<file path="src/rtl/fp_pkg.sv">
// Shared single-precision helpers for the FP execute path: format constants,
// sequencer state encoding and field pack/unpack functions.
package fp_pkg;

   localparam int DEF_EXP_W  = 8;
   localparam int DEF_FRAC_W = 23;
   localparam int WORD_W     = 1 + DEF_EXP_W + DEF_FRAC_W;
   localparam int BIAS       = 127;

   localparam logic [DEF_EXP_W-1:0] EXP_MAX = '1;
   localparam logic [WORD_W-1:0]    QNAN    = 32'h7FC0_0000;

   // Sequencer states shared by the multi-cycle FP units.
   typedef enum logic [2:0] {
      IDLE,
      ALIGN,
      ADDSUB,
      NORM,
      DONE
   } state_e;

   // Unpacked view of a default-format word; man carries the hidden bit.
   typedef struct packed {
      logic                  sign;
      logic [DEF_EXP_W-1:0]  exp;
      logic [DEF_FRAC_W:0]   man;
      logic                  is_zero;
      logic                  is_special;
   } fp_fields_t;

   // Split a word into fields; zero exponent flushes the mantissa to zero.
   function automatic fp_fields_t fp_unpack_word(input logic [WORD_W-1:0] w);
      fp_fields_t f;
      f.sign       = w[WORD_W-1];
      f.exp        = w[WORD_W-2 -: DEF_EXP_W];
      f.is_zero    = (f.exp == '0);
      f.is_special = (f.exp == EXP_MAX);
      f.man        = f.is_zero ? '0 : {1'b1, w[DEF_FRAC_W-1:0]};
      return f;
   endfunction

   // Assemble a word from sign, biased exponent and fraction.
   function automatic logic [WORD_W-1:0] fp_pack(input logic s,
                                                input logic [DEF_EXP_W-1:0] e,
                                                input logic [DEF_FRAC_W-1:0] f);
      return {s, e, f};
   endfunction

endpackage

</file>
<file path="src/rtl/fp_unpack.sv">
// Field splitter for one IEEE-754 operand: sign, exponent, mantissa with
// hidden bit (denormals flushed to zero), plus zero and Inf/NaN flags.
module fp_unpack #(
   parameter int EXP_W  = fp_pkg::DEF_EXP_W,
   parameter int FRAC_W = fp_pkg::DEF_FRAC_W
) (
   input  logic [EXP_W+FRAC_W:0] word,
   output logic                  sign,
   output logic [EXP_W-1:0]      exp,
   output logic [FRAC_W:0]       man,
   output logic                  is_zero,
   output logic                  is_special
);

   assign sign       = word[EXP_W+FRAC_W];
   assign exp        = word[EXP_W+FRAC_W-1 -: EXP_W];
   assign is_zero    = (exp == '0);
   assign is_special = (exp == {EXP_W{1'b1}});
   assign man        = is_zero ? '0 : {1'b1, word[FRAC_W-1:0]};

endmodule

</file>
<file path="src/rtl/fsub_seq.sv">
// Multi-cycle IEEE-754 subtractor, result = a - b. Captures operands on an
// accepted start, aligns the smaller operand one bit per cycle, adds or
// subtracts magnitudes, normalises one bit per cycle and truncates.
module fsub_seq
   import fp_pkg::*;
#(
   parameter int EXP_W  = DEF_EXP_W,
   parameter int FRAC_W = DEF_FRAC_W
) (
   input  logic                  clk,
   input  logic                  reset,
   input  logic                  start,
   input  logic [EXP_W+FRAC_W:0] a,
   input  logic [EXP_W+FRAC_W:0] b,
   output logic                  busy,
   output logic                  done,
   output logic [EXP_W+FRAC_W:0] result
);

   localparam int W_W   = 1 + EXP_W + FRAC_W;
   localparam int MAN_W = FRAC_W + 1;
   localparam int SUM_W = FRAC_W + 2;
   localparam int D_SAT = FRAC_W + 3;
   localparam int D_W   = $clog2(D_SAT + 1);

   localparam logic [EXP_W-1:0] EXP_ONES = {EXP_W{1'b1}};
   localparam logic [EXP_W-1:0] EXP_ONE  = EXP_W'(1);
   localparam logic [EXP_W-1:0] D_SAT_E  = EXP_W'(D_SAT);
   localparam logic [D_W-1:0]   D_SAT_V  = D_W'(D_SAT);
   localparam logic [D_W-1:0]   D_ONE    = D_W'(1);
   localparam logic [W_W-1:0]   NAN_WORD = {1'b0, EXP_ONES, 1'b1, {(FRAC_W-1){1'b0}}};

   // Operand fields
   logic              a_sign, b_sign, a_zero, b_zero, a_special, b_special;
   logic [EXP_W-1:0]  a_exp, b_exp;
   logic [MAN_W-1:0]  a_man, b_man;

   fp_unpack #(.EXP_W(EXP_W), .FRAC_W(FRAC_W)) u_unpack_a (
      .word(a), .sign(a_sign), .exp(a_exp), .man(a_man),
      .is_zero(a_zero), .is_special(a_special)
   );

   fp_unpack #(.EXP_W(EXP_W), .FRAC_W(FRAC_W)) u_unpack_b (
      .word(b), .sign(b_sign), .exp(b_exp), .man(b_man),
      .is_zero(b_zero), .is_special(b_special)
   );

   // Swap so X holds the larger magnitude; b's sign is inverted to turn
   // the subtraction into an addition of signed operands.
   logic              x_is_a, x_sign, y_sign;
   logic [EXP_W-1:0]  x_exp, y_exp, exp_diff;
   logic [MAN_W-1:0]  x_man, y_man;

   assign x_is_a   = b_zero | (~a_zero & ({a_exp, a_man} >= {b_exp, b_man}));
   assign x_sign   = x_is_a ? a_sign : ~b_sign;
   assign y_sign   = x_is_a ? ~b_sign : a_sign;
   assign x_exp    = x_is_a ? a_exp : b_exp;
   assign y_exp    = x_is_a ? b_exp : a_exp;
   assign x_man    = x_is_a ? a_man : b_man;
   assign y_man    = x_is_a ? b_man : a_man;
   assign exp_diff = x_exp - y_exp;

   // State and datapath registers
   state_e            state_q, state_d;
   logic              sign_q, sign_d;
   logic              sub_q, sub_d;
   logic [EXP_W-1:0]  exp_q, exp_d;
   logic [MAN_W-1:0]  mx_q, mx_d;
   logic [MAN_W-1:0]  my_q, my_d;
   logic [D_W-1:0]    shift_q, shift_d;
   logic [SUM_W-1:0]  sum_q, sum_d;
   logic [W_W-1:0]    result_q, result_d;

   // Next-state and datapath update for the align/add/normalise sequence.
   always_comb begin
      // NOTE: every _d gets its hold value first so no path leaves one unassigned (no latches).
      state_d  = state_q;
      sign_d   = sign_q;
      sub_d    = sub_q;
      exp_d    = exp_q;
      mx_d     = mx_q;
      my_d     = my_q;
      shift_d  = shift_q;
      sum_d    = sum_q;
      result_d = result_q;

      case (state_q)
         IDLE: begin
            if (start) begin
               if (a_special || b_special) begin
                  result_d = NAN_WORD;
                  state_d  = DONE;
               end else begin
                  sign_d  = x_sign;
                  sub_d   = x_sign ^ y_sign;
                  exp_d   = x_exp;
                  mx_d    = x_man;
                  my_d    = y_man;
                  shift_d = (exp_diff > D_SAT_E) ? D_SAT_V : exp_diff[D_W-1:0];
                  state_d = ALIGN;
               end
            end
         end

         ALIGN: begin
            if (shift_q != '0) begin
               my_d    = my_q >> 1;
               shift_d = shift_q - D_ONE;
            end else begin
               state_d = ADDSUB;
            end
         end

         ADDSUB: begin
            sum_d   = sub_q ? ({1'b0, mx_q} - {1'b0, my_q})
                            : ({1'b0, mx_q} + {1'b0, my_q});
            state_d = NORM;
         end

         NORM: begin
            if (sum_q == '0) begin
               result_d = '0;
               state_d  = DONE;
            end else if (sum_q[SUM_W-1]) begin
               if ((exp_q + EXP_ONE) == EXP_ONES) begin
                  result_d = {sign_q, EXP_ONES, {FRAC_W{1'b0}}};
                  state_d  = DONE;
               end else begin
                  sum_d = sum_q >> 1;
                  exp_d = exp_q + EXP_ONE;
               end
            end else if (!sum_q[SUM_W-2]) begin
               if ((exp_q - EXP_ONE) == '0) begin
                  result_d = {sign_q, {(W_W-1){1'b0}}};
                  state_d  = DONE;
               end else begin
                  sum_d = sum_q << 1;
                  exp_d = exp_q - EXP_ONE;
               end
            end else begin
               result_d = {sign_q, exp_q, sum_q[FRAC_W-1:0]};
               state_d  = DONE;
            end
         end

         DONE: begin
            state_d = IDLE;
         end

         default: begin
            state_d = IDLE;
         end
      endcase
   end

   // Register update with synchronous reset; reset aborts any operation.
   always_ff @(posedge clk) begin
      // NOTE: non-blocking so every flop samples pre-edge values regardless of statement order.
      if (reset) begin
         state_q  <= IDLE;
         sign_q   <= 1'b0;
         sub_q    <= 1'b0;
         exp_q    <= '0;
         mx_q     <= '0;
         my_q     <= '0;
         shift_q  <= '0;
         sum_q    <= '0;
         result_q <= '0;
      end else begin
         state_q  <= state_d;
         sign_q   <= sign_d;
         sub_q    <= sub_d;
         exp_q    <= exp_d;
         mx_q     <= mx_d;
         my_q     <= my_d;
         shift_q  <= shift_d;
         sum_q    <= sum_d;
         result_q <= result_d;
      end
   end

   assign busy   = (state_q != IDLE);
   assign done   = (state_q == DONE);
   assign result = result_q;

endmodule

</file>
<file path="config.mk">
export PLATFORM = sky130hd
export DESIGN_NAME = fsub_seq
export DESIGN_NICKNAME = d
export VERILOG_FILES = /design/src/rtl/fp_pkg.sv /design/src/rtl/fp_unpack.sv /design/src/rtl/fsub_seq.sv
export SDC_FILE = /design/constraint.sdc
export NUM_CORES = 1
export LEC_CHECK = 0
export ABC_AREA = 1
export CORE_MARGIN = 5
export CORE_UTILIZATION = 58
export CTS_CLUSTER_SIZE = 24
export DETAILED_ROUTE_END_ITERATION = 16
export GPL_TIMING_DRIVEN = 0
export PLACE_DENSITY_LB_ADDON = 0.1
export SYNTH_ARGS = -nofsm -noshare
export SYNTH_HDL_FRONTEND = slang
export SYNTH_SLANG_ARGS = --single-unit
</file>
<file path="constraint.sdc">
create_clock -name clk -period 5 [get_ports clk]
set_input_delay 1.5 -clock clk [delete_from_list [all_inputs] [get_ports clk]]
set_output_delay 1.5 -clock clk [all_outputs]
set_load 0.005 [all_outputs]
</file>
; ---- Yosys cells after proc, flatten, opt, wreduce, memory -nomap -nowiden
; Cells that the tools add are included.
[op_classes]
addsub = 6
order_cmp = 2
n_eq_ne = 18
n_mux = 49
n_bitwise = 6
reduce_logical = 19
[op_table]
columns = cell, n
row1 = $mux W32, 7
row2 = $mux W24, 9
row3 = $mux W25, 4
row4 = $mux W8, 9
row5 = $pmux W32 S2, 1
row6 = $pmux W25 S2, 1
row7 = $pmux W24 S2, 1
row8 = $ge A32 B32 Y1, 1
row9 = $add A24 B24 Y25, 1
row10 = $logic_not A25 Y1, 1
row11 = $sub A24 B24 Y25, 1
row12 = $eq A8 B8 Y1 const B, 3
row13 = $logic_not A8 Y1, 3
row14 = $mux W3, 8
row15 = $mux W5, 4
row16 = $pmux W8 S2, 1
row17 = $ne A2 B2 Y1 const B, 6
row18 = $pmux W3 S4, 1
row19 = $pmux W5 S2, 1
row20 = $reduce_and A5 Y1, 2
row21 = $ne A3 B3 Y1 const B, 3
row22 = $add A8 B1 Y8 const B, 1
row23 = $gt A8 B5 Y1 const B, 1
row24 = $reduce_and A4 Y1, 2
row25 = 21 further kinds, 28
[word_totals]
ff_bits = 123
input_bits = 67
wordCells = 111

; ---- Longest topological paths before layout
; Gate-level depths: netlist (run 1).
[logic_depth]
ltp_word = 12
mapped_depth = 35
ltp_nobuf = 34

; ---- Hierarchy
; Synthesis (run 1) repeated with hierarchy kept, for this count alone.
[unflattened]
hier_cells = 1492
area_unflattened_um2 = 9678.0
[modules_own_cells]
columns = mod, instances, cells_per_inst, area_per_inst_um2, seq_area_each_um2
row1 = fsub_seq, 1, 1356, 9039.9, 2462.4
row2 = fp_unpack, 2, 68, 319.1, 0.0

; ---- Worst setup path before layout (run 1)
; No wires, ideal clock.
[synth_path]
kind = input port to flip-flop
startpoint = input port b[25]
endpoint = register shift_q[4]
setup_time_ns = 0.126
arrival_time_ns = 4.557
setup_slack_ns = 0.317
stages = 30
n_path_buf = 2
cell_sequence = inv_1 -> nand4_1 -> nor2_1 -> inv_1 -> clkbuf_1 -> buf_1 -> nand2_1 -> ha_1 -> nand2_1 -> nor3_1 -> nand4_1 -> and2b_1 -> nand2_1 -> nand2_2 -> nand2_4 -> nand3_1 -> nand3_1 -> ha_1 -> inv_1 -> nand2_2 -> nand2_2 -> nand2_1 -> nand2_1 -> nand2_1 -> nand3_1 -> nand2_1 -> inv_2 -> nand3_1 -> nand2_1 -> a21oi_2
[synth_between]
elab_chain_len = 12
word_cells_on_any_way = 17
cone_classes = 1 x add/sub / 2 x order compare / 2 x eq/ne / 7 x mux / 2 x bitwise / 3 x reduce/logical
[synth_rtl]
columns = item, line_no
row1 = "start, declared", fsub_seq.sv:14  ; input logic [EXP_W+FRAC_W:0] b,
row2 = $logic_not A8 Y1, fp_unpack.sv:17  ; assign is_zero = (exp == '0);
row3 = $mux W24, fp_unpack.sv:19  ; assign man = is_zero ? '0 : {1'b1, word[FRAC_W-1:0]};
row4 = $ge A32 B32 Y1, fsub_seq.sv:54  ; assign x_is_a = b_zero | (~a_zero & ({a_exp, a_man} >= {b_exp, b_man}));
row5 = $and A1 B1 Y1, fsub_seq.sv:54
row6 = $or A1 B1 Y1, fsub_seq.sv:54
row7 = $mux W8 (on tied branches), "fsub_seq.sv:57, fsub_seq.sv:58"
row8 = $sub A8 B8 Y8, fsub_seq.sv:61  ; assign exp_diff = x_exp - y_exp;
row9 = $gt A8 B5 Y1, fsub_seq.sv:99  ; shift_d = (exp_diff > D_SAT_E) ? D_SAT_V : exp_diff[D_W-1:0];
row10 = $mux W5, fsub_seq.sv:99
row11 = $mux W5, fsub_seq.sv:90  ; if (a_special || b_special) begin
row12 = $mux W5, fsub_seq.sv:89  ; if (start) begin
row13 = $pmux W5 S2, fsub_seq.sv:87  ; case (state_q)
row14 = "end signal, assigned", fsub_seq.sv:176  ; shift_q <= shift_d;
row15 = "end, declared", fsub_seq.sv:70  ; logic [D_W-1:0] shift_q, shift_d;
; Parallel ways exist; a longest one is shown, timed or not. The select of a mux whose other input is x is not followed.
; A chain may end at the register's enable or synchronous reset.

; ---- Worst setup path after layout (run 1)
[layout_path]
startpoint = input port a[30]
endpoint = register my_q[16]
[layout_between]
elab_chain_len = 9
word_cells_on_any_way = 14
cone_classes = 1 x order compare / 2 x eq/ne / 5 x mux / 3 x bitwise / 3 x reduce/logical
[layout_rtl]
columns = item, line_no
row1 = "start, declared", fsub_seq.sv:13  ; input logic [EXP_W+FRAC_W:0] a,
row2 = $logic_not A8 Y1, fp_unpack.sv:17
row3 = $mux W24, fp_unpack.sv:19
row4 = $ge A32 B32 Y1, fsub_seq.sv:54
row5 = $and A1 B1 Y1, fsub_seq.sv:54
row6 = $or A1 B1 Y1, fsub_seq.sv:54
row7 = $mux W24, fsub_seq.sv:60  ; assign y_man = x_is_a ? b_man : a_man;
row8 = $mux W24, fsub_seq.sv:90
row9 = $mux W24, fsub_seq.sv:89
row10 = $pmux W24 S2, fsub_seq.sv:87
row11 = "end signal, assigned", fsub_seq.sv:175  ; my_q <= my_d;
row12 = "end, declared", fsub_seq.sv:69  ; logic [MAN_W-1:0] my_q, my_d;
; Parallel ways exist; a longest one is shown, timed or not. The select of a mux whose other input is x is not followed.

==> qor.txt, run 1 <==
Status - complete, no violations
Worst hold endpoint - result[16]$_SDFFE_PP0P_
Worst vdd ir - 0.347 mV
Yosys top cell by area - dfxtp_1
Initial antenna violation count - 1
Slew Viols, Final - 0
Total routed wirelength - 29600 µm
Hold Fails Final Rpt - 0
YS warnings - 0
Worst r2r src - sub_q$_SDFFE_PP0P_
DR pass1 iterations - 8
Setup crit end kind - register
Iter 0 DRT Violations - 1165
Min Tclk post-route - 4850 ps
Slowest cell on crit path - clkdlybuf4s50_1
Worst Path Required - 5340 ps
Dpl cells - 1733
Max Freq - 206 MHz
Critical path startpoint category - input pin
Hold Buf Count CTS - 0
Min Hold Slack - 458 ps
Core ar. - 15800 µm²
CP max FO - 10
Top_reg_cell synth - dfxtp_1
WP data arrival - 5200 ps
Port Buffers - 99
Via count - 10400
Compound-cell area share of the yosys netlist - 25.1%
DIE HEIGHT - 137 µm
Post-synth top area share - 26.5%
Min-Delay Path Depth - 2
FFs w/ async S/R, synth - 0%
Inserted Clock Buffers - 17
Via density - 5.88
Unique masters post-synth - 47
Root buffer cell - clkbuf_16
Final net count - 1681
Simple-gate share of the synthesized area - 25.4%
Setup CP Type - input pin to register
Final-report setup violation count - 0
Largest family of logic cells by synthesized area - simple AND/OR/NAND/NOR gates
Setup crit start - a[30]
Synth cell count leaders - nand2_1, inv_1, a21oi_1
Min-delay worst type - register to register
Slew HR - 48.8%
Post-route insts no fill - 1775
Placed cell area - 10600 µm²
Total grt overflow - 0
Vias in the first global route - 9610
Clk buf depth - 2
Synth Area in Adders - 9.09%
Crit-path max cell delay - 510 ps
Pwr dens - 617 nW/µm²
Max-Cap Viols - 0
Synth Area in XOR/XNOR - 3.48%
Mapped Area - 9310 µm²
Die width - 137 µm
Ranking of synthesized cells by area - dfxtp_1, nand2_1, ha_1
Post-route ant nets - 0
EDFF count, synth - 0
CTS tree - yes
Share of cells above drive strength 1 - 9.75%
R2R Setup Slk - 920 ps
Starting density of the core - 58.8%
Top-Level Pins - 101
Crit path top cell by count - nand2_1
Worst slew pin tran - 768 ps
Reg2reg end - sum_q[21]$_SDFFE_PP0P_
HP Start - result[16]$_SDFFE_PP0P_
Routability cong. - 0.978
Syn avg cell area - 6.56 µm²
Clock Latency Late Sink - 420 ps
Global-route usage over all layers - 31.4%
Dominant cell by count in the synthesized netlist - nand2_1
Sequential cell area fraction in the yosys report - 26.5%
Leakage - 5.21 nW
Worst Skew - 6.52 ps
N_diodes - 0
Synth Register Bits - 123
# fillers - 1339
Cells after Synth - 1418
Residual DRC - 0
Largest net degree at the start of global routing - 17
Post-DR wirelength/cell - 16.7 µm
Die ar. - 18700 µm²
H-tree Lvls - 4
Clock-pin slew on the worst setup and hold paths - 60 ps
First-pass GRT wire length - 47100 µm
Syn Nets - 1552
Fin crit share - 97.0%
HPWL Detailed - 22900 µm
Area delta synth->final - 23.6%
Reg2Reg Depth - 21
Final Instance Area - 11500 µm²
# rows - 46
Post-synthesis mux area share - 0%
# clock sinks - 123
worst max path at each step:
stage / end / slack [ps] / cells past startpoint
floorplan: shift_q[4]$_SDFFE_PP0P_ / 320 / 30
global placement: exp_q[7]$_SDFFE_PP0P_ / -1060 / 21
detailed placement: shift_q[1]$_SDFFE_PP0P_ / -1140 / 33
CTS: shift_q[1]$_SDFFE_PP0P_ / 8 / 36
global route: shift_q[1]$_SDFFE_PP0P_ / -30 / 33
finish: my_q[16]$_SDFFE_PP0P_ / 150 / 26
cell usage in the layout (no fill, tap or decap), drive strengths merged, types with 36 or more instances in the layout:
cell type	synthesis	layout
buf	20	36
inv	168	169
ha	66	66
clkdlybuf4s50	0	84
nor2	137	137
dfxtp	123	123
a21oi	146	146
nand2	288	288
o21ai	125	125
clkbuf	52	67
nand3	60	60
metal layers:
metal | vias to the layer above | global-route usage, % | share of wire, % | routed length [µm]
met3 | 113 | 5.11 | 8.0 | 2360
met5 | - | 0 | 0.068 | 20
met2 | 542 | 50.9 | 45 | 13400
li1 | 5081 | - | - | -
met4 | 2 | 13.4 | 4.0 | 1200
met1 | 4703 | 41.2 | 43 | 12700
cells by family after synthesis:
kind of cell	count (synthesis)
buf+inv	242
xor+xnor	37
simple gates	549
flops	123
compound gates	400
fa+ha+maj	67
state kept, by name (all words and copies together) (netlist names):
signal   count
sign_q       1
shift_q      5
sub_q        1
exp_q        8
state_q      3
my_q        24
result      32
mx_q        24
sum_q       25
power breakdown:
part           internal [mW]  switching [mW]  leakage [nW]  total [mW]
Combinational           1.51            2.59          3.90        4.10
Clock                  0.869           0.453         0.304        1.32
Sequential              1.33           0.343          1.01        1.67
per-stage QoR:
stage          power, mW  utilization [%]  setup TNS (ps)  setup WS [ps]
3_3_place_gp        5.58             66.8          -52010          -1060
5_1_grt             7.69             72.7           -86.9          -28.7
3_5_place_dp        5.64             66.8          -56690          -1140
2_1_floorplan       4.57                -               0            317
6_report            7.09             72.7               0            148
4_1_cts             7.00             71.3               0           7.70
layout make-up:
| type | count | area (µm²) | area share, % |
|---|---|---|---|
| inverter | 170 | 638 | 5.55 |
| timing repair buffer | 110 | 1110 | 9.65 |
| clock buffer | 20 | 467 | 4.06 |
| multi-input combinational | 1053 | 5990 | 52.1 |
| buffer | 72 | 402 | 3.49 |
| sequential | 123 | 2460 | 21.4 |
| clock inverter | 11 | 166 | 1.45 |
| tap | 216 | 270 | 2.35 |
worst max-delay path: cells and delay by family:
kind,cells,cell delay [ps]
and+or+nand+nor,14,1200
AOI/OAI and AO/OA,3,430
adders and majority gates,1,320
buffers and inverters,8,1690
what timing repair did:
item                                    CTS  global route
endpoints found under the setup margin   58            41
pin swaps                                 1             4
cloned                                    0             1
resized for setup                        27            57
setup buffers                             1             9
endpoints found under the hold margin     0             0
No activity file was read; power rests on OpenSTA's default activity.
==> run 2: changes to the inputs <==
- CORE_UTILIZATION: 58 -> 52
- clock period: 5 -> 4 ns (I/O delays scaled with it)
==> run 2 against run 1 <==
Net effect:
- the flow now finishes with violations (setup timing)
- routed wire length is 11% higher
- sequential share of layout area is 2.4 points lower
- utilization is 0.13 points higher
- critical path type unchanged
- combinational power is 34% higher
- sequential power is 25% higher
- highest routed layer is now met4
- critical path depth is 4 higher
- global-route usage is 1.5 points lower
- clock skew is 3.1 ps higher
- first-iteration DRC count is 0.94% lower
- flip-flop and latch count stayed put
- clock power is 11% higher
==> qor.txt, run 2 (same netlist as run 1, synthesis figures left out) <==
Status - finished with violations (was complete, no violations)
Failing checks - setup timing
Final-report setup violation count - 15 (was 0)
Top-Level Pins - 101 (unchanged)
HP Start - result[18]$_SDFFE_PP0P_ (was result[16]$_SDFFE_PP0P_)
N_diodes - 0 (unchanged)
# fillers - 1413 (was 1339)
Global-route usage over all layers - 29.8% (was 31.4%)
# rows - 49 (was 46)
Post-DR wirelength/cell - 17.7 µm (was 16.7 µm)
Iter 0 DRT Violations - 1154 (was 1165)
Die width - 144 µm (was 137 µm)
CTS tree - yes (unchanged)
Clock Latency Late Sink - 420 ps (about the same)
Min Tclk post-route - 4190 ps
Root buffer cell - clkbuf_16 (unchanged)
Vias in the first global route - 9784 (was 9610)
Max FFs per register - 32 (unchanged)
Worst slew pin tran - 742 ps (was 768 ps)
Share of cells above drive strength 1 - 22.6% (was 9.75%)
Worst Path Required - 4280 ps (was 5340 ps)
Hold Fails Final Rpt - 0 (unchanged)
Post-route ant nets - 0 (unchanged)
Slew Viols, Final - 0 (unchanged)
Most common cell after layout, fill and taps aside - nand2_1 (unchanged)
DR pass1 iterations - 5 (was 8)
Crit-path max cell delay - 290 ps (was 510 ps)
Total routed wirelength - 32900 µm (was 29600 µm)
Area delta synth->final - 39.0% (was 23.6%)
Reg2reg end - sum_q[24]$_SDFFE_PP0P_ (was sum_q[21]$_SDFFE_PP0P_)
Pwr dens - 700 nW/µm² (was 617 nW/µm²)
Setup_tns - -1280 ps (was 0 ps)
Leakage - 5.64 nW (was 5.21 nW)
Final net count - 1749 (was 1681)
Min-Delay Path Depth - 2 (unchanged)
R2R Setup Slk - 180 ps (was 920 ps)
Residual DRC - 0 (unchanged)
DIE HEIGHT - 144 µm (was 137 µm)
Most frequent cells in the layout - nand2_1, inv_1, a21oi_1 (unchanged)
WP data arrival - 4470 ps (was 5200 ps)
Routability cong. - 0.962 (was 0.978)
Clock-pin slew on the worst setup and hold paths - 60 ps (about the same)
Setup crit end kind - register (unchanged)
Worst hold endpoint - result[18]$_SDFFE_PP0P_ (was result[16]$_SDFFE_PP0P_)
Final WS setup - -189 ps (was 148 ps)
Slowest cell on crit path - ha_1 (was clkdlybuf4s50_1)
Slew HR - 50.5% (was 48.8%)
RSZ-0062 raised after global routing - yes
First-pass GRT wire length - 49500 µm (was 47100 µm)
Worst vdd ir - 0.450 mV (was 0.347 mV)
HPWL Detailed - 23400 µm (was 22900 µm)
Via count - 10800 (was 10400)
CP max FO - 6 (was 10)
Fin crit share - 105%
Critical path startpoint category - input pin (unchanged)
Worst r2r src - sub_q$_SDFFE_PP0P_ (unchanged)
Core ar. - 17800 µm² (was 15800 µm²)
Min Hold Slack - 458 ps (about the same)
Setup CP Type - input pin to register (unchanged)
Inserted Clock Buffers - 17 (unchanged)
H-tree Lvls - 4 (unchanged)
Reg2Reg Depth - 22 (was 21)
# clock sinks - 123 (unchanged)
Starting density of the core - 52.4% (was 58.8%)
Die ar. - 20700 µm² (was 18700 µm²)
Port Buffers - 99 (unchanged)
Max-Cap Viols - 0 (unchanged)
Initial antenna violation count - 0 (was 1)
Crit path top cell by count - nand2_2 (was nand2_1)
Total grt overflow - 0 (unchanged)
Via density - 5.82 (was 5.88)
Clk buf depth - 2 (unchanged)
Hold Buf Count CTS - 0 (unchanged)
Min-delay worst type - register to register (unchanged)
Max Freq - 239 MHz
Largest net degree at the start of global routing - 17 (unchanged)
Worst Skew - 9.61 ps (was 6.52 ps)
==> run 2: changes by cell type in the layout (fill, tap and decap cells not counted), moves of 9 or more <==
cell / before / now
dlymetal6s2s_1: 12 / 0
nand2_4: 2 / 12
inv_1: 154 / 143
nand2_2: 13 / 54
buf_4: 12 / 72
ha_4: 1 / 16
a21oi_2: 5 / 14
ha_1: 64 / 48
nand2_1: 273 / 218
o21ai_2: 0 / 12
o21ai_0: 125 / 104
a21oi_1: 141 / 132
==> run 2: critical path: cells and delay by family <==
| family | cells | cell delay, ps |
|---|---|---|
| and+or+nand+nor | 20 | 1750 |
| buffers and inverters | 6 | 850 |
| AOI/OAI and AO/OA | 3 | 370 |
| adders and majority gates | 1 | 290 |
==> run 2: repair_timing <==
| item | 4_1_cts | 5_1_grt |
|---|---|---|
| setup buffers | 56 | 17 |
| gates cloned | 4 | 3 |
| setup endpoints to repair | 62 | 65 |
| pin swaps | 42 | 52 |
| gates resized for setup | 172 | 186 |
==> run 2: report_power, final <==
part | switching (mW) | leakage [nW] | internal, mW
clock network | 0.596 | 0.269 | 0.871
logic | 3.42 | 4.37 | 2.08
registers | 0.433 | 1.01 | 1.66
==> run 2: routing by layer <==
layer | track usage, % | vias to the layer above | wire length, µm
li1 | - | 5230 | -
met4 | 12.6 | 0 | 1420
met3 | 5.52 | 115 | 2670
met1 | 38.4 | 4834 | 13600
met5 | 0 | - | 0
met2 | 49.1 | 619 | 15200
==> run 2: final cells by class <==
type,count,area (µm²),share of cell area (%)
clock buffers,18,439,3.39
clock inverters,13,120,0.928
repair buffers,179,1770,13.7
multi-input cells,1053,6690,51.7
well taps,229,287,2.21
inverters,170,663,5.12
plain buffers,71,505,3.91
flip-flops and latches,123,2460,19.0
==> run 2: worst max path at each step <==
| stage | startpoint | cells past startpoint | slack [ps] | to |
|---|---|---|---|---|
| finish | a[28] | 30 | -190 | shift_q[3]$_SDFFE_PP0P_ |
| global route | a[28] | 35 | -380 | shift_q[3]$_SDFFE_PP0P_ |
| CTS | a[29] | 29 | -150 | shift_q[0]$_SDFFE_PP0P_ |
| detailed placement | a[26] | 21 | -1480 | exp_q[6]$_SDFFE_PP0P_ |
| global placement | a[25] | 21 | -1450 | exp_q[6]$_SDFFE_PP0P_ |
| floorplan | b[28] | 33 | 0.3 | shift_q[4]$_SDFFE_PP0P_ |
==> run 2: stage by stage <==
stage	util, %	setup WS [ps]	total power [mW]	instance area [µm²]	std cells
2_1_floorplan	-	0.279	5.73	9460	1418
3_3_place_gp	60.4	-1450	7.03	10700	1746
6_report	72.8	-189	9.06	12900	1856
5_1_grt	72.8	-380	9.81	12900	1856
3_5_place_dp	60.4	-1480	7.07	10700	1746
4_1_cts	68.4	-151	8.67	12200	1837
